**src/rtl/key_debounce.sv**
```systemverilog
`default_nettype none
// ============================================================================
// Module   : key_debounce
// Purpose  : Debounces one active-low push-button into a stable level plus
//            single-cycle press/release/any-edge pulses. The raw pin is
//            synchronised, edge-detected and must then stay stable for
//            CNT_MAX cycles before a change of level is accepted.
// Revision : 1.0 - initial release
// ============================================================================
module key_debounce #(
  parameter int CLK_FREQ_HZ = 50_000_000,
  parameter int DEBOUNCE_MS = 20,
  parameter int CNT_MAX     = CLK_FREQ_HZ / 1000 * DEBOUNCE_MS
) (
  input  logic Clk,
  input  logic Rst,
  input  logic key_in,
  output logic key_flag,
  output logic key_press,
  output logic key_release,
  output logic key_state
);

  // Counter only has to reach CNT_MAX-1, so $clog2(CNT_MAX) bits suffice.
  localparam int               CNT_W    = (CNT_MAX > 1) ? $clog2(CNT_MAX) : 1;
  localparam logic [CNT_W-1:0] CNT_LAST = CNT_W'(CNT_MAX - 1);
  localparam logic [CNT_W-1:0] CNT_ONE  = CNT_W'(1);

  typedef enum logic [1:0] {
    ST_IDLE    = 2'd0,  // released and stable
    ST_FILTER0 = 2'd1,  // falling edge seen, waiting for a stable low
    ST_DOWN    = 2'd2,  // pressed and stable
    ST_FILTER1 = 2'd3   // rising edge seen, waiting for a stable high
  } state_t;

  state_t           state_q, state_d;
  logic [CNT_W-1:0] cnt_q, cnt_d;
  logic             key_s1_q, key_s1_d;
  logic             key_s2_q, key_s2_d;
  logic             key_d_q, key_d_d;
  logic             key_flag_q, key_flag_d;
  logic             key_press_q, key_press_d;
  logic             key_release_q, key_release_d;
  logic             key_state_q, key_state_d;
  logic             nedge;
  logic             pedge;

  // Two-flop synchroniser followed by one delay stage for edge detection.
  always_comb begin
    key_s1_d = key_in;
    key_s2_d = key_s1_q;
    key_d_d  = key_s2_q;
    nedge    = ~key_s2_q & key_d_q;
    pedge    = key_s2_q & ~key_d_q;
  end

  // Filter FSM: an opposite edge while filtering aborts without a pulse and
  // takes priority over the counter reaching its terminal value.
  always_comb begin
    state_d       = state_q;
    cnt_d         = cnt_q;
    key_flag_d    = 1'b0;
    key_press_d   = 1'b0;
    key_release_d = 1'b0;
    key_state_d   = key_state_q;
    case (state_q)
      ST_IDLE: begin
        if (nedge) begin
          state_d = ST_FILTER0;
          cnt_d   = '0;
        end
      end
      ST_FILTER0: begin
        if (pedge) begin
          state_d = ST_IDLE;
        end else if (cnt_q == CNT_LAST) begin
          state_d     = ST_DOWN;
          key_flag_d  = 1'b1;
          key_press_d = 1'b1;
          key_state_d = 1'b0;
        end else begin
          cnt_d = cnt_q + CNT_ONE;
        end
      end
      ST_DOWN: begin
        if (pedge) begin
          state_d = ST_FILTER1;
          cnt_d   = '0;
        end
      end
      ST_FILTER1: begin
        if (nedge) begin
          state_d = ST_DOWN;
        end else if (cnt_q == CNT_LAST) begin
          state_d       = ST_IDLE;
          key_flag_d    = 1'b1;
          key_release_d = 1'b1;
          key_state_d   = 1'b1;
        end else begin
          cnt_d = cnt_q + CNT_ONE;
        end
      end
      default: begin
        state_d = ST_IDLE;
        cnt_d   = '0;
      end
    endcase
  end

  // All state and registered outputs; reset returns the pin pipeline to idle-high.
  always_ff @(posedge Clk) begin
    if (Rst) begin
      key_s1_q      <= 1'b1;
      key_s2_q      <= 1'b1;
      key_d_q       <= 1'b1;
      state_q       <= ST_IDLE;
      cnt_q         <= '0;
      key_flag_q    <= 1'b0;
      key_press_q   <= 1'b0;
      key_release_q <= 1'b0;
      key_state_q   <= 1'b1;
    end else begin
      key_s1_q      <= key_s1_d;
      key_s2_q      <= key_s2_d;
      key_d_q       <= key_d_d;
      state_q       <= state_d;
      cnt_q         <= cnt_d;
      key_flag_q    <= key_flag_d;
      key_press_q   <= key_press_d;
      key_release_q <= key_release_d;
      key_state_q   <= key_state_d;
    end
  end

  assign key_flag    = key_flag_q;
  assign key_press   = key_press_q;
  assign key_release = key_release_q;
  assign key_state   = key_state_q;

endmodule
`default_nettype wire
```
**config.mk**
```make
export PLATFORM = sky130hd
export DESIGN_NAME = key_debounce
export DESIGN_NICKNAME = d
export VERILOG_FILES = /design/src/rtl/key_debounce.sv
export SDC_FILE = /design/constraint.sdc
export NUM_CORES = 1
export LEC_CHECK = 0
export BUFFER_PORTS_ARGS = -buffer_cell sky130_fd_sc_hd__buf_2
export CORE_UTILIZATION = 53
export CTS_CLUSTER_SIZE = 30
export DETAILED_ROUTE_END_ITERATION = 10
export PLACE_DENSITY = 0.72
export SLEW_MARGIN = 10
export SYNTH_ARGS = -nofsm -noshare
export SYNTH_HDL_FRONTEND = slang
export SYNTH_SLANG_ARGS = --single-unit
```
**constraint.sdc**
```tcl
create_clock -name Clk -period 1.9 [get_ports Clk]
set_input_delay 0.285 -clock Clk [delete_from_list [all_inputs] [get_ports Clk]]
set_output_delay 0.285 -clock Clk [all_outputs]
set_load 0.02 [all_outputs]
```
==> metrics.log <==
INFO  metric detailedRoute.firstIterationViolations = 43
INFO  metric critical_path.endpoint = cnt_q[3]
INFO  metric num_antenna_cells = 0
INFO  metric cp_data_arrival_time = 2.08 ns
INFO  metric achievable_clock_frequency = 540 MHz
INFO  metric number_of_gates_on_the_worst_path_with_buffers_counted = 6
INFO  metric path_cells = or3b_1 > or4_4 > nor3_4 > buf_2 > or4_1 > a21oi_1
INFO  metric synth.mux.area_fraction = 0.0140
INFO  metric htree_num_levels = 2
INFO  metric outcome = finished clean
INFO  metric via_count_of_the_first_global_routing_pass = 1,143
INFO  metric mappedNetlistNets = 169
INFO  metric yosys_register_bits = 29
INFO  metric timing.critical_path.buf_inv = 1
INFO  metric worst-endpoint-required = 2.13 ns
INFO  metric layout.nets = 192
INFO  metric routed_wl = 3400 µm
INFO  metric cellLeakagePower = 0.543 nW
INFO  metric max_slew_margin = 0.708
INFO  metric ys_types = 39
INFO  metric timing.critical_path.max_delay_family = simple AND/OR/NAND/NOR gates
INFO  metric drv.max_cap_violation_count = 0
INFO  metric wire_per_inst = 15.5 µm
INFO  metric grt_remaining_overflow = 0
INFO  metric worstSetupPathType = flip-flop to flip-flop
INFO  metric core_occupancy_in_the_finished_layout = 0.670
INFO  metric die_area = 2910 µm²
INFO  metric report.final.hold_viol_count = 0
INFO  metric boundaryPins = 7
INFO  metric layout_commonest_cell = dfxtp_1
INFO  metric reg2reg_setup_slack = 0.05 ns
INFO  metric fin_tns_setup = 0 ns
INFO  metric rr_startpoint = cnt_q[13]
INFO  metric synth-adder-area-share = 0.00875
INFO  metric cts_num_sinks = 29
INFO  metric yosys_most_used_dff = dfxtp_1
INFO  metric post-synth-top-area-cell = dfxtp_1
INFO  metric floorplan.initialDensity = 0.567
INFO  metric setup_viol = 0
INFO  metric wire_length_of_the_first_global_routing_pass = 5150 µm
INFO  metric synth.avg_cell_area = 8.67 µm²
INFO  metric clock-skew-final = 0.00693 ns
INFO  metric drive_gt1_frac = 0.280
INFO  metric port-buffer-count = 6
INFO  metric syn2layout_area_growth = 18.2%
INFO  metric clockRootBuffer = clkbuf_4
INFO  metric rr_worst_depth = 6
INFO  metric synth_edf_count = 0
INFO  metric drt_first_pass_iters = 4
INFO  metric coreArea = 2520 µm²
INFO  metric insertion_delay = 0.34 ns
INFO  metric tightestPinTransition = 0.436 ns
INFO  metric num_rows = 18
INFO  metric worst_setup_path_start_kind = flip-flop
INFO  metric worst_setup_hold_path_clk_slew = 0.09 ns
INFO  metric async_flop_share = 0
INFO  metric power_density = 619 nW/µm²
INFO  metric finalMaxSlewViolations = 0
INFO  metric total_drc_errors_in_the_routed_layout = 0
INFO  metric cts-buffers-inserted = 5
INFO  metric grtUsageTotal = 0.252
INFO  metric hold_class = primary input to flip-flop
INFO  metric antenna_found_initial = 0
INFO  metric synth_largest_type_area_fraction = 0.406
INFO  metric cpPeakStageDelay = 0.46 ns
INFO  metric num_vias = 1,353
INFO  metric rsz0062_at_grt = yes
INFO  metric worstReg2RegEnd = cnt_q[3]
INFO  metric synth_xor_area_frac = 0.0184
INFO  metric period_minus_slack = 1.85 ns
INFO  metric die-width = 53.9 µm
INFO  metric crit_fanout = 5
INFO  metric via_per_inst = 6.18
INFO  metric synth_compound_gate_area_share = 0.224
INFO  metric cts_tree = built
INFO  metric dominant_combinational_cell_family_by_area_after_synthesis = simple AND/OR/NAND/NOR gates
INFO  metric floorplan.die.height = 53.9 µm
INFO  metric number_of_hold_buffers_added_after_cts = 0
INFO  metric yosysSeqAreaShare = 0.406
INFO  metric globalplace.congestion = 0.850
INFO  metric cp-end-kind = flip-flop
INFO  metric worstSetupStartpoint = cnt_q[13]
INFO  metric synth.yosys.warnings = 0
INFO  metric grt_start_max_net_pins = 18
INFO  metric layout_common_cells = 24 x dfxtp_1, 17 x a21oi_1, 15 x buf_4
INFO  metric synthesis.area = 1430 µm²
INFO  metric post_synth_main_area_contributors = dfxtp_1 41%, a21oi_1 5.9%, or3_1 5.7%
INFO  metric cts_max_path_buffers = 2
INFO  metric max-vdd-ir-drop = 552 µV
INFO  metric final.period_utilization = 0.974
INFO  metric antenna_violating_nets_post_route = 0
INFO  metric post-dp-hpwl = 2320 µm
INFO  metric synthCells = 165
INFO  metric simple_gate_fraction_of_synth_area = 0.283
INFO  metric critical-path-slowest-cell = or4_4
==> cell type report <==
class	count	area, µm²
Fill cell	218	832
Multi-Input combinational cell	121	826
Sequential cell	29	587
Timing Repair Buffer	23	159
Clock buffer	6	41.3
Tap cell	30	37.5
Inverter	8	30.0
Clock inverter	2	10.0
==> worst min path at each step <==
stage                to  slack (ns)  depth (start not counted)      from
5_1_grt        key_s1_q        0.13                          2    key_in
4_1_cts        key_s1_q        0.12                          2    key_in
3_3_place_gp    key_d_d        0.39                          1  key_s1_q
2_1_floorplan  key_s1_q        0.39                          1    key_in
6_report       key_s1_q        0.13                          2    key_in
3_5_place_dp    key_d_d        0.39                          1  key_s1_q
==> sequential cells by signal, indices dropped and copies added (netlist names) <==
register / count
key_d_d: 1
key_s1_q: 1
state_q: 2
key_state: 1
key_d_q: 1
cnt_q: 20
key_release: 1
key_flag: 1
key_press: 1
==> Yosys cell counts, drive strengths merged (3+ instances only) <==
| cell | n |
|---|---|
| dfxtp | 29 |
| a21oi | 17 |
| or3 | 13 |
| o21ai | 12 |
| nor2 | 9 |
| inv | 8 |
| nand2 | 8 |
| nand3 | 8 |
| or4 | 5 |
| clkbuf | 4 |
| or2 | 4 |
| a211oi | 3 |
| buf | 3 |
| nand4 | 3 |
| nand4b | 3 |
| nor3 | 3 |
| o211ai | 3 |
| o31ai | 3 |
| xnor2 | 3 |
==> metal layers <==
layer  vias up  wire, µm  global-route usage
met5         -         0                   0
met4         0        64              0.0789
met3         8       138              0.0763
met2        30      1600               0.397
met1       647      1590               0.326
li1        668         -                   -
==> kinds of logic (layout without fill, tap and decap cells) <==
kind of cell    after synthesis  count (layout)
flops                        29              29
mux                           2               2
compound gates               48              48
xor+xnor                      3               3
fa+ha+maj                     1               1
simple gates                 67              67
buf+inv                      15              39
==> where the power goes <==
group	internal [mW]	leakage, nW	switching, mW
Clock	0.141	0.0320	0.227
Combinational	0.0242	0.276	0.0356
Sequential	0.613	0.235	0.00597
Total	0.778	0.543	0.268
==> repair_timing <==
item | in CTS | in global routing
buffers inserted | 0 | 1
pin swaps | 1 | 2
cloned | 0 | 1
resized for setup | 3 | 15
endpoints found under the setup margin | 4 | 20
==> metrics by stage <==
| step | cell area [µm²] | cells | setup WS, ns | power (mW) | hold WS, ns |
|---|---|---|---|---|---|
| after detailed placement | 1580 | 209 | -0.0268 | 0.683 | 0.393 |
| after floorplan | 1440 | 165 | 0.0141 | 0.666 | 0.389 |
| after global placement | 1580 | 209 | 0.0103 | 0.682 | 0.391 |
| final | 1690 | 219 | 0.0495 | 1.05 | 0.125 |
| after CTS | 1630 | 217 | 0.00441 | 1.04 | 0.124 |
| after global routing | 1690 | 219 | -0.0175 | 1.07 | 0.129 |
Note: power is estimated with default switching activity, not from simulation.
